### config.mk
export PLATFORM = sky130hd
export DESIGN_NAME = event_trace_player
export DESIGN_NICKNAME = d
export VERILOG_FILES = /design/src/rtl/trace_pkg.sv /design/src/rtl/trace_fifo.sv /design/src/rtl/event_trace_player.sv
export SDC_FILE = /design/constraint.sdc
export NUM_CORES = 2
export LEC_CHECK = 0
export BUFFER_PORTS_ARGS = -buffer_cell sky130_fd_sc_hd__buf_4
export CORE_MARGIN = 4
export CORE_UTILIZATION = 65
export CTS_CLUSTER_SIZE = 25
export DETAILED_ROUTE_END_ITERATION = 12
export PLACE_DENSITY = 0.83
export SYNTH_ARGS = -nofsm -noshare
export SYNTH_HDL_FRONTEND = slang
export SYNTH_SLANG_ARGS = --single-unit
### constraint.sdc
create_clock -name clk -period 24.3 [get_ports clk]
set_input_delay 2.43 -clock clk [delete_from_list [all_inputs] [get_ports clk]]
set_output_delay 2.43 -clock clk [all_outputs]
set_load 0.005 [all_outputs]
### src/rtl/trace_pkg.sv
// Shared types and constants for the event trace player.
package trace_pkg;

   // Width of the fired-event counter.
   localparam int unsigned EvCountW = 16;

   // Default channel geometry; the player rebuilds the entry at its own widths.
   localparam int unsigned DefNumInputs = 1;
   localparam int unsigned DefDataW     = 64;
   localparam int unsigned DefDeltaW    = 32;

   // One trace entry: wait, channel mask, channel values, end-of-trace marker.
   typedef struct packed {
      logic [DefDeltaW-1:0]             delta;
      logic [DefNumInputs-1:0]          mask;
      logic [DefNumInputs*DefDataW-1:0] data;
      logic                             last;
   } trace_entry_t;

   typedef enum logic [1:0] {
      StIdle,
      StRun,
      StDone
   } state_e;

endpackage

### src/rtl/trace_fifo.sv
// Synchronous trace FIFO with count-based full/empty and no write-to-read bypass.
module trace_fifo #(
   parameter int unsigned Depth = 16,
   parameter type         entry_t = logic
) (
   input  logic   clk_i,
   input  logic   rst_ni,
   input  logic   flush_i,
   input  logic   push_i,
   input  logic   pop_i,
   input  entry_t wdata_i,
   output entry_t rdata_o,
   output logic   empty_o,
   output logic   full_o
);

   localparam int unsigned PtrW = (Depth > 1) ? $clog2(Depth) : 1;
   localparam int unsigned CntW = PtrW + 1;

   entry_t          mem_q [Depth];
   logic [PtrW-1:0] wr_ptr_q, wr_ptr_d;
   logic [PtrW-1:0] rd_ptr_q, rd_ptr_d;
   logic [CntW-1:0] count_q, count_d;
   logic            do_push, do_pop;

   assign full_o  = (count_q == CntW'(Depth));
   assign empty_o = (count_q == '0);
   assign do_push = push_i && !full_o && !flush_i;
   assign do_pop  = pop_i && !empty_o && !flush_i;
   assign rdata_o = mem_q[rd_ptr_q];

   // Pointer and occupancy update; pointers wrap naturally since Depth is a power of two.
   always_comb begin
      wr_ptr_d = wr_ptr_q;
      rd_ptr_d = rd_ptr_q;
      count_d  = count_q;
      if (flush_i) begin
         wr_ptr_d = '0;
         rd_ptr_d = '0;
         count_d  = '0;
      end else begin
         if (do_push) wr_ptr_d = wr_ptr_q + PtrW'(1);
         if (do_pop)  rd_ptr_d = rd_ptr_q + PtrW'(1);
         case ({do_push, do_pop})
            2'b10:   count_d = count_q + CntW'(1);
            2'b01:   count_d = count_q - CntW'(1);
            default: count_d = count_q;
         endcase
      end
   end

   // Pointer and count registers.
   always_ff @(posedge clk_i or negedge rst_ni) begin
      if (!rst_ni) begin
         wr_ptr_q <= '0;
         rd_ptr_q <= '0;
         count_q  <= '0;
      end else begin
         wr_ptr_q <= wr_ptr_d;
         rd_ptr_q <= rd_ptr_d;
         count_q  <= count_d;
      end
   end

   // Entry storage; contents need no reset since occupancy guards every read.
   always_ff @(posedge clk_i) begin
      if (do_push) mem_q[wr_ptr_q] <= wdata_i;
   end

endmodule

### src/rtl/event_trace_player.sv
// Replays a preloaded trace of timed events as one-cycle valid pulses on monitor inputs.
module event_trace_player
   import trace_pkg::*;
#(
   parameter int unsigned NUM_INPUTS = 1,
   parameter int unsigned DATA_W     = 64,
   parameter int unsigned DELTA_W    = 32,
   parameter int unsigned DEPTH      = 16
) (
   input  logic                         clk,
   input  logic                         rst,
   input  logic                         en,
   input  logic                         ld_valid,
   output logic                         ld_ready,
   input  logic [DELTA_W-1:0]           ld_delta,
   input  logic [NUM_INPUTS-1:0]        ld_mask,
   input  logic [NUM_INPUTS*DATA_W-1:0] ld_data,
   input  logic                         ld_last,
   input  logic                         start,
   input  logic                         stop,
   output logic [NUM_INPUTS*DATA_W-1:0] input_bus,
   output logic [NUM_INPUTS-1:0]        new_input,
   output logic                         busy,
   output logic                         done,
   output logic                         underrun,
   output logic [EvCountW-1:0]          ev_count
);

   typedef struct packed {
      logic [DELTA_W-1:0]           delta;
      logic [NUM_INPUTS-1:0]        mask;
      logic [NUM_INPUTS*DATA_W-1:0] data;
      logic                         last;
   } entry_t;

   state_e                       state_q, state_d;
   logic [DELTA_W-1:0]           elapsed_q, elapsed_d;
   logic [EvCountW-1:0]          ev_count_q, ev_count_d;
   logic                         underrun_q, underrun_d;
   logic                         done_q, done_d;
   logic [NUM_INPUTS*DATA_W-1:0] bus_q, bus_d;
   logic [NUM_INPUTS-1:0]        new_q, new_d;

   entry_t           wr_entry, head;
   logic             fifo_empty, fifo_full;
   logic             push, pop, fire;
   logic [DELTA_W:0] elapsed_inc, delta_eff;

   assign wr_entry = '{delta: ld_delta, mask: ld_mask, data: ld_data, last: ld_last};
   assign push     = en && ld_valid && !fifo_full;
   assign ld_ready = !fifo_full;

   trace_fifo #(
      .Depth   (DEPTH),
      .entry_t (entry_t)
   ) u_fifo (
      .clk_i   (clk),
      .rst_ni  (rst),
      .flush_i (en && stop),
      .push_i  (push),
      .pop_i   (en && pop),
      .wdata_i (wr_entry),
      .rdata_o (head),
      .empty_o (fifo_empty),
      .full_o  (fifo_full)
   );

   // One extra bit keeps elapsed+1 exact at saturation; zero delta behaves as one.
   assign elapsed_inc = {1'b0, elapsed_q} + (DELTA_W+1)'(1);
   assign delta_eff   = (head.delta == '0) ? (DELTA_W+1)'(1) : {1'b0, head.delta};
   assign fire        = (state_q == StRun) && !fifo_empty && (elapsed_inc >= delta_eff);

   // Playback FSM, wait counter and next pulse contents.
   always_comb begin
      state_d    = state_q;
      elapsed_d  = elapsed_q;
      ev_count_d = ev_count_q;
      underrun_d = underrun_q;
      done_d     = done_q;
      bus_d      = '0;
      new_d      = '0;
      pop        = 1'b0;
      if (stop) begin
         state_d = StIdle;
      end else begin
         unique case (state_q)
            StIdle, StDone: begin
               if (start) begin
                  state_d    = StRun;
                  elapsed_d  = '0;
                  ev_count_d = '0;
                  underrun_d = 1'b0;
                  done_d     = 1'b0;
               end
            end
            StRun: begin
               if (fire) begin
                  pop        = 1'b1;
                  new_d      = head.mask;
                  elapsed_d  = '0;
                  ev_count_d = ev_count_q + EvCountW'(1);
                  if (elapsed_inc > delta_eff) underrun_d = 1'b1;
                  for (int unsigned k = 0; k < NUM_INPUTS; k++) begin
                     if (head.mask[k]) bus_d[k*DATA_W +: DATA_W] = head.data[k*DATA_W +: DATA_W];
                  end
                  if (head.last) begin
                     state_d = StDone;
                     done_d  = 1'b1;
                  end
               end else if (!(&elapsed_q)) begin
                  elapsed_d = elapsed_inc[DELTA_W-1:0];
               end
            end
            default: state_d = StIdle;
         endcase
      end
   end

   // State and output registers; a low enable freezes everything, stretching live pulses.
   always_ff @(posedge clk or negedge rst) begin
      if (!rst) begin
         state_q    <= StIdle;
         elapsed_q  <= '0;
         ev_count_q <= '0;
         underrun_q <= 1'b0;
         done_q     <= 1'b0;
         bus_q      <= '0;
         new_q      <= '0;
      end else if (en) begin
         state_q    <= state_d;
         elapsed_q  <= elapsed_d;
         ev_count_q <= ev_count_d;
         underrun_q <= underrun_d;
         done_q     <= done_d;
         bus_q      <= bus_d;
         new_q      <= new_d;
      end
   end

   assign input_bus = bus_q;
   assign new_input = new_q;
   assign busy      = (state_q == StRun);
   assign done      = done_q;
   assign underrun  = underrun_q;
   assign ev_count  = ev_count_q;

endmodule
==> flow_metrics.py <==
metrics = {
    "run_status": {
        "run_status": "finished clean",
    },
    "clock_network": {
        "clk_path_buf_depth": 3,
        "post_cts_buffers": 0,
        "clkSlewWorstSetupHoldPaths_ns": 0.06,
        "cts-root-buf": "clkbuf_16",
        "clkLatencyLatePin_ns": 0.79,
        "htreeDepth": 4,
        "numCtsBuffers": 162,
        "post_cts_resized": 0,
        "cts_tree": "built",
        "cts_sinks": 1698,
        "ctsHoldBuffers": 0,
    },
    "critical_path": {
        "crit_path_end_kind": "flop",
        "critPathKind": "reg2reg",
        "worst-endpoint-arrival_ns": 9.90,
        "crit_path_max_fanout": 60,
        "crit_path_start_kind": "flop",
        "required_ns": 24.99,
    },
    "hold_path": {
        "hold_path.class": "reg2reg",
    },
    "logic_synthesis": {
        "yosysUniqueCellTypes": 60,
        "syn_nets": 3785,
        "synth_edf_count": 1568,
        "yosysWarningCount": 0,
        "ys.flop_type": "edfxtp_1",
        "ys_seq_area_frac": 0.7516,
        "synth-async-reset-ratio": 0.07656,
        "yosys_register_bits": 1698,
        "syn-cell-area_um2": 66980,
        "synth_cells": 3637,
        "syn_avg_cell_area_um2": 18.42,
    },
    "die": {
        "ios": 189,
        "fp.dieH_um": 329.0,
        "die_w_um": 329.0,
        "rows": 117,
        "start_util": 0.6564,
        "core-area_um2": 102000,
        "die_area_um2": 108200,
    },
    "route": {
        "ant_nets": 0,
        "drc_errors": 0,
        "wl_um": 165100,
        "via_per_inst": 6.940,
        "num_vias": 37250,
        "routedWlPerCell_um": 30.76,
        "first_iter_violations": 5471,
        "dr.pass1.iters": 5,
    },
    "sta": {
        "min_period_ns": 9.207,
        "final.setup_skew_ns": 0.04257,
        "max_slew_margin": 0.2019,
        "setup_violations": 0,
        "fin_crit_sh": 0.3789,
        "rsz0062_at_grt": "false",
        "worst_pin_slew_ns": 1.197,
        "setup_tns_ns": 0,
        "finalHoldViolCount": 0,
        "slew_viol_final": 0,
        "fmax_mhz": 108.6,
    },
    "global_routing": {
        "grt_max_degree": 136,
        "grt_pass1_vias": 37600,
        "grt-ovfl-total": 0,
        "grtUsageTotal": 0.3061,
        "grt_pass1_wl_um": 242700,
        "grt_antenna_before_repair": 18,
    },
    "place": {
        "dp.cells": 5049,
        "portBuffers": 188,
        "dp_hpwl_um": 79920,
        "gp_congestion": 0.8317,
    },
    "finish": {
        "finish.net_count": 3993,
        "layout-drive-gt1-share": 0.2032,
        "instances_no_fill": 5367,
        "postLayoutCoreUtil": 0.7361,
        "area_growth_pct": 12.14,
    },
    "power": {
        "power.leakage_nw": 24.49,
        "ir_drop_mv": 0.08671,
        "power_density_nw_per_um2": 77.00,
        "finalPower_mw": 5.783,
    },
    "job": {
        "maxCapViolCount": 0,
    },
}
-- synth_stat cells (26+ instances only) --
master,number,share of area
edfxtp_1,1568,0.70
mux2i_1,294,0.044
o21ai_0,243,0.018
mux4_2,196,0.066
a21oi_1,192,0.014
dfrtp_1,130,0.049
clkbuf_1,119,0.0067
a221oi_1,99,0.013
a22oi_1,98,0.011
mux2_2,98,0.016
a21o_1,76,0.0085
nand2_1,70,0.0039
buf_2,48,0.0036
ha_1,43,0.0080
nor2_1,43,0.0024
and2_1,38,0.0035
nand4_1,32,0.0030
xor2_1,26,0.0034
-- cell type report --
type | instances | area [um2]
Clock inverter | 86 | 800.8
Sequential cell | 1698 | 50350
Fill cell | 5532 | 26930
Clock buffer | 214 | 4380
Tap cell | 1368 | 1712
Antenna cell | 18 | 45.04
Inverter | 19 | 72.57
Multi-Input combinational cell | 1719 | 15810
Timing Repair Buffer | 245 | 1931
-- registers in the layout, summed over array words and instances, names as in the netlist --
name	count
u_fifo.mem_q	1568
input_bus	64
elapsed_q	32
ev_count	16
u_fifo.count_q	5
u_fifo.rd_ptr_q	4
u_fifo.wr_ptr_q	4
state_q	2
done	1
new_input	1
underrun	1
-- logic make-up after synthesis --
family / after synthesis / synth area share
multiplexers: 588 / 0.1263
AO/OA/AOI/OAI: 762 / 0.07131
flip-flops: 1698 / 0.7516
buffers and inverters: 220 / 0.01425
adder cells (fa/ha/maj): 44 / 0.008332
XOR/XNOR: 45 / 0.005885
AND/OR/NAND/NOR: 280 / 0.02231
-- final timing paths --
path                                         start                  to  slack [ns]  depth (start not counted)
worst max-delay path            u_fifo.rd_ptr_q[0]   u_fifo.count_q[4]       15.09                         26
worst min-delay path                 input_bus[19]       input_bus[19]        0.48                          1
worst min register to register       input_bus[19]       input_bus[19]        0.48                          1
max in group asynchronous                      rst  u_fifo.rd_ptr_q[1]       21.27                          2
worst max register to register  u_fifo.rd_ptr_q[0]   u_fifo.count_q[4]       15.09                         26
min in group asynchronous                      rst        elapsed_q[9]        1.56                          1
-- routing by layer --
metal / track usage / routed length (um)
met4: 0.1150 / 5307
met3: 0.06836 / 18570
met2: 0.4928 / 81440
met5: 0 / 72
met1: 0.4188 / 59710
-- critical path, stage by stage (launching register included) --
cell and delay (ns):
dfrtp_4 1.12, buf_4 0.89, buf_4 0.89, buf_4 0.86
mux4_2 0.62, a22oi_1 0.24, nand4_1 0.17, nor4_1 0.46
nand4_1 0.16, nand3_1 0.18, ha_1 0.15, inv_1 0.04
nor3_1 0.26, a211oi_1 0.08, a311o_1 0.47, a21oi_1 0.32
nand3_2 0.21, clkinv_2 0.17, ha_1 0.24, inv_1 0.10
fa_1 0.40, inv_1 0.07, a21o_1 0.11, a21oi_1 0.07
xnor2_1 0.13, or3_1 0.30, a21oi_1 0.15
-- power breakdown --
group	internal [mW]	total (mW)	switching (mW)
Clock	1.38	2.46	1.08
Combinational	0.0314	0.112	0.0810
Sequential	3.21	3.21	0.00723
-- cell usage in the layout (no fill, tap or decap), types with 6 or more instances in the layout --
cell type  netlist  layout
a21o_1          76      76
a21oi_1        192     192
a221oi_1        99      99
a22o_1           6       6
a22oi_1         98      98
and2_1          38      37
and3_1          10      10
buf_12           0       7
buf_4            0     237
bufinv_16        0       9
clkbuf_1       119      40
clkbuf_16        0     163
clkbuf_8         0      11
clkinv_1         0      32
clkinv_2         1      30
dfrtp_1        130     126
diode_2          0      18
edfxtp_1      1568    1568
ha_1            43      43
inv_1           18      17
inv_16           0       6
mux2_2          98      98
mux2i_1        294     294
mux4_2         196     196
nand2_1         70      68
nand3_1         21      21
nand4_1         32      32
nor2_1          43      38
nor3_2           1       9
nor4_1          16      12
o21ai_0        243     243
o21ai_1          6       6
o31ai_1         17      17
xnor2_1         19      19
xor2_1          26      26
-- stage by stage --
| stage | hold WS, ns | cell area, um2 | setup slack [ns] |
|---|---|---|---|
| detailed placement | 0.4737 | 69880 | 15.17 |
| floorplan | 0.4438 | 66980 | 11.15 |
| global placement | 0.4598 | 69880 | 15.30 |
| finish | 0.4822 | 75100 | 15.09 |
| CTS | 0.4838 | 75060 | 15.13 |
| global route | 0.4992 | 75080 | 14.54 |
(Power assumes the default switching activity.)
